**src/rtl/mips_exc_pkg.sv**
```systemverilog
// Shared types for the exception unit: FSM state encoding and the default cause numbering
// used by the multicycle datapath.
package mips_exc_pkg;

  typedef enum logic [2:0] {
    IDLE,
    FETCH,
    WAIT,
    LOAD,
    HANDLER,
    RETURN
  } exc_state_t;

  localparam int CAUSE_OVERFLOW   = 0;
  localparam int CAUSE_INVALID_OP = 1;

  // Vector fetches stall for at most MEM_LAT-1 <= 3 extra cycles.
  localparam int CNT_W = 2;

endpackage

```
**src/rtl/exc_prio_enc.sv**
```systemverilog
// Combinational priority encoder: lowest set bit wins, valid when any bit is set.
module exc_prio_enc #(
  parameter int N     = 4,
  parameter int IDX_W = 2
) (
  input  logic [N-1:0]     req,
  output logic [IDX_W-1:0] idx,
  output logic             valid
);

  always_comb begin
    idx   = '0;
    valid = |req;
    for (int i = N - 1; i >= 0; i--) begin
      if (req[i]) idx = IDX_W'(i);
    end
  end

endmodule

```
**src/rtl/exception_unit.sv**
```systemverilog
// Prioritised, maskable exception controller: latches causes, fetches the handler vector
// through the shared memory port, redirects the PC and restores EPC on eret.
module exception_unit
  import mips_exc_pkg::*;
#(
  parameter int              DATA_W   = 32,
  parameter int              N_CAUSES = 4,
  parameter logic [DATA_W-1:0] VEC_BASE = DATA_W'(32'h000000F0),
  parameter int              MEM_LAT  = 1
) (
  input  logic                clock,
  input  logic                reset,
  input  logic [N_CAUSES-1:0] cause_req,
  input  logic [DATA_W-1:0]   epc_in,
  input  logic                mask_we,
  input  logic [N_CAUSES-1:0] mask_in,
  input  logic                eret,
  input  logic [DATA_W-1:0]   mem_data,
  output logic                busy,
  output logic                mem_req,
  output logic [DATA_W-1:0]   mem_addr,
  output logic                pc_load,
  output logic [DATA_W-1:0]   pc_value,
  output logic [DATA_W-1:0]   epc,
  output logic [DATA_W-1:0]   cause,
  output logic                exl,
  output logic [N_CAUSES-1:0] mask
);

  localparam int IDX_W = (N_CAUSES > 1) ? $clog2(N_CAUSES) : 1;

  exc_state_t          state;
  logic [N_CAUSES-1:0] pending;
  logic [N_CAUSES-1:0] clr;
  logic [IDX_W-1:0]    sel;
  logic                valid;
  logic                accept;
  logic [CNT_W-1:0]    cnt;

  exc_prio_enc #(
    .N     (N_CAUSES),
    .IDX_W (IDX_W)
  ) u_prio (
    .req   (pending & ~mask),
    .idx   (sel),
    .valid (valid)
  );

  assign accept = (state == IDLE) && valid && !exl;
  assign clr    = accept ? (N_CAUSES'(1) << sel) : '0;

  // The vector word arrives on mem_data during LOAD, so it bypasses straight to the PC mux.
  always_comb begin
    pc_value = '0;
    if (state == LOAD)        pc_value = mem_data;
    else if (state == RETURN) pc_value = epc;
  end

  always_ff @(posedge clock or negedge reset) begin
    if (!reset) begin
      state    <= IDLE;
      pending  <= '0;
      mask     <= '0;
      epc      <= '0;
      cause    <= '0;
      exl      <= 1'b0;
      cnt      <= '0;
      busy     <= 1'b0;
      mem_req  <= 1'b0;
      mem_addr <= '0;
      pc_load  <= 1'b0;
    end else begin
      pending <= (pending & ~clr) | cause_req;
      if (mask_we) mask <= mask_in;
      pc_load <= 1'b0;
      unique case (state)
        IDLE: begin
          if (accept) begin
            state    <= FETCH;
            epc      <= epc_in;
            cause    <= DATA_W'(sel);
            exl      <= 1'b1;
            busy     <= 1'b1;
            mem_req  <= 1'b1;
            mem_addr <= VEC_BASE + (DATA_W'(sel) << 2);
          end
        end
        FETCH: begin
          cnt <= CNT_W'(MEM_LAT - 1);
          if (MEM_LAT == 1) begin
            state   <= LOAD;
            pc_load <= 1'b1;
          end else begin
            state <= WAIT;
          end
        end
        WAIT: begin
          cnt <= cnt - CNT_W'(1);
          if (cnt == CNT_W'(1)) begin
            state   <= LOAD;
            pc_load <= 1'b1;
          end
        end
        LOAD: begin
          state    <= HANDLER;
          busy     <= 1'b0;
          mem_req  <= 1'b0;
          mem_addr <= '0;
        end
        HANDLER: begin
          if (eret) begin
            state   <= RETURN;
            busy    <= 1'b1;
            pc_load <= 1'b1;
          end
        end
        RETURN: begin
          state <= IDLE;
          exl   <= 1'b0;
          busy  <= 1'b0;
        end
        default: state <= IDLE;
      endcase
    end
  end

endmodule

```
**config.mk**
```make
export PLATFORM = sky130hd
export DESIGN_NAME = exception_unit
export DESIGN_NICKNAME = d
export VERILOG_FILES = /design/src/rtl/mips_exc_pkg.sv /design/src/rtl/exc_prio_enc.sv /design/src/rtl/exception_unit.sv
export SDC_FILE = /design/constraint.sdc
export NUM_CORES = 1
export LEC_CHECK = 0
export BUFFER_PORTS_ARGS = -buffer_cell sky130_fd_sc_hd__buf_2
export CAP_MARGIN = 15
export CORE_UTILIZATION = 25
export DETAILED_ROUTE_END_ITERATION = 10
export GPL_TIMING_DRIVEN = 1
export PLACE_DENSITY_LB_ADDON = 0.25
export SLEW_MARGIN = 20
export SYNTH_ARGS = -nofsm -noshare
export SYNTH_HDL_FRONTEND = slang
export SYNTH_SLANG_ARGS = --single-unit
```
**constraint.sdc**
```tcl
create_clock -name clock -period 2.1 [get_ports clock]
set_input_delay 0.315 -clock clock [delete_from_list [all_inputs] [get_ports clock]]
set_output_delay 0.315 -clock clock [all_outputs]
set_load 0.02 [all_outputs]
```
==> impl_metrics.csv <==
group,metric,value,unit
routing,drc,0,
clock_tree,clk_latency,0.29,ns
pwr,p_total,4.82,mW
finish,diodes,0,
clock_tree,post-cts-setup-buffer-count,0,
setup_path,cp-endpoint,"pc_value[1]",
synth,syn_inst,261,
timing,setup_viol,0,
timing,slew_headroom,62.6,%
setup_path,cp.required,1.78,ns
setup_path,r2r_start,"state[1]$_DFFE_PN0P_",
clock_tree,cts_tree,"yes",
synth,syn_area_per_cell,11.2,sq um
finish,fillerInstances,1183,
clock_tree,clkSlewWorstSetupHoldPaths,0.07,ns
routing,ant_nets,0,
setup_path,crit_fanout,12,
finish,final_area,3810,sq um
global_route,grt_max_degree,40,
floorplanning,std_cell_rows,39,
floorplanning,die_x,110,um
pwr,ir_worst_vdd,0.559,mV
routing,wl_per_cell,12.4,um
timing,layout_min_cycle_time,1.99,ns
clock_tree,cts-root-buf,"clkbuf_16",
timing,finalMaxSlewViolations,0,
synth,ys_warn_count,0,
setup_path,rrSetupSlack,0.19,ns
clock_tree,cts_sinks,53,
timing,hold_violations,0,
setup_path,start_kind,"flip-flop",
routing,wl_met2,3290,um
placed_design,place_congestion,0.703,
timing,finalWorstSetupSlack,0.109,ns
clock_tree,cts_buffers,5,
global_route,grt_pass1_wl,10300,um
floorplanning,start_util,25.6,%
floorplanning,io_pins,212,
finish,synthToLayoutAreaGrowth,30.6,%
run,cap_viol_max_count,0,
synth,ys_top_cells_by_area,"dfrtp_1, buf_4, mux2_2",
setup_path,r2r-end,"epc[15]$_DFFE_PN0P_",
routing,drt-met1-wl,3060,um
synth,synth.distinct_cells,33,
global_route,grt_pass1_vias,2038,
finish,drive_above_1_share,51.1,%
synth,ys_ff_latch,53,
global_route,antenna_found_initial,0,
placed_design,io_buffers,155,
placed_design,dpl.hpwl,5270,um
synth,syn-cell-area,2920,sq um
global_route,gr-usage-all-layers,11.1,%
routing,drt-pass1-iter-count,4,
clock_tree,clock_path_buffers,2,
routing,wl_met3,505,um
setup_path,end_kind,"output pin",
placed_design,dp_slack,0.204,ns
pwr,p_per_area,1260,nW/um^2
routing,wl,6890,um
timing,tightestPinTransition,0.560,ns
routing,top_layer,"met4",
global_route,gr-total-overflow,0,
setup_path,critPathLaunch,"state[2]$_DFFE_PN0P_",
timing,fin_crit_sh,94.8,%
setup_path,crit_type,"reg2out",
routing,post_drt_via_cell_ratio,4.13,
synth,yosys.area.top_type,"dfrtp_1",
clock_tree,h-tree-depth,2,
synth,synth_top_area_share,45.5,%
worst_hold_path,hold_path_class,"in2async",
synth,yosysSeqAreaShare,45.5,%
floorplanning,core-area,11400,sq um
placed_design,placed_area,3640,sq um
timing,timing.fmax,502,MHz
clock_tree,cts_hold_buf,0,
pwr,leakage,2.03,nW
floorplanning,dieArea,12100,sq um
routing,num_vias,2297,
setup_path,cp_data_arrival_time,1.68,ns
setup_path,r2r_cells,4,
floorplanning,die_y,110,um
timing,rsz0062_at_grt,"true",
timing,timing.setup.tns,0,ns
routing,drt_iter0_markers,41,
timing,finClkSkew,0.00907,ns
timing,hold_slack,0.00688,ns
outcome,status,"finished clean",
finish,final_nets,489,
cells in the final DEF, fill, tap and decap left out, types with 2 or more instances in the layout:
cell and n:
buf_12 2, nand2b_1 7, and2_1 2, buf_6 2
mux2_4 3, a22o_1 32, a21oi_1 5, a22oi_1 2
nor2_1 2, nor2b_1 3, dfrtp_1 51, buf_2 155
dfrtp_2 2, clkbuf_16 5, conb_1 56, o21ai_0 7
nand4_1 2, nand2_1 16, buf_4 4, mux2_2 32
a21o_1 3, inv_1 4
worst max-delay path, stage by stage (launching register included):
cell and delay, ns:
dfrtp_2 0.45, nor2b_4 0.15, and2_1 0.19, buf_4 0.19, a22o_1 0.25, buf_2 0.16
cell usage after synthesis (all sizes together):
cell,count
mux2,35
nand4,2
a22oi,2
o21bai,1
nand3b,1
clkbuf,8
conb,1
nor4,1
o211ai,1
a41o,1
a22o,32
and2,2
nor2,2
nor2b,4
a21oi,5
dfrtp,53
mux2i,1
inv,4
xnor2,1
and3,1
a21o,3
buf,66
or4,1
o31ai,1
nor3,1
ha,1
nand2,16
o21ai,7
nand2b,7
power by group:
group	leakage [nW]	switching (mW)	internal [mW]
clock network	0.0735	0.374	0.479
registers	0.615	0.341	1.44
logic	1.34	1.29	0.893
total	2.03	2.00	2.82
cell type report:
cell class / instances / area, sq um / share of cell area [%]
Sequential cell: 53 / 1330 / 34.9
Multi-Input combinational cell: 185 / 1260 / 33.2
Timing Repair Buffer: 163 / 868 / 22.8
Tap cell: 143 / 179 / 4.70
Clock buffer: 6 / 139 / 3.65
Clock inverter: 2 / 16.3 / 0.427
Inverter: 4 / 15.0 / 0.394
worst min-delay path by stage:
stage               cells past startpoint                  end
floorplan                               0     busy$_DFFE_PN0P_
global placement                        1   epc[8]$_DFFE_PN0P_
detailed placement                      1   epc[6]$_DFFE_PN0P_
CTS                                     1   epc[6]$_DFFE_PN0P_
global route                            1  epc[10]$_DFFE_PN0P_
finish                                  1  epc[10]$_DFFE_PN0P_
logic make-up after synthesis:
| family | after synthesis | synth area share (%) |
|---|---|---|
| mux | 36 | 14.2 |
| fa+ha+maj | 1 | 0.429 |
| buf+inv | 78 | 18.6 |
| compound gates | 53 | 14.1 |
| xor+xnor | 1 | 0.300 |
| other cells | 1 | 0.129 |
| flops | 53 | 45.5 |
| simple gates | 38 | 6.78 |
layer usage:
| layer | track usage [%] | up-vias |
|---|---|---|
| li1 | - | 1099 |
| met1 | 14.7 | 1072 |
| met2 | 17.9 | 124 |
| met3 | 3.12 | 2 |
| met4 | 2.86 | 0 |
| met5 | 0 | - |
timing repair:
action                                  in CTS  in global routing
resized for setup                            4                  2
gates cloned                                 0                  0
endpoints found under the setup margin      24                 32
endpoints found under the hold margin        0                  0
sequential cells by signal, summed over array words and instances, names as in the netlist:
register / cells
exl: 1
pc_load: 1
pending: 4
mask: 4
state: 3
epc: 32
cause: 2
busy: 1
mem_addr: 3
cnt: 2
per-stage QoR:
step / utilization (%) / instances
final: 33.4 / 556
after global routing: 33.4 / 556
after CTS: 33.3 / 556
after detailed placement: 31.9 / 548
after global placement: 31.9 / 548
after floorplan: - / 316
Power figures use the tool's default switching activity.
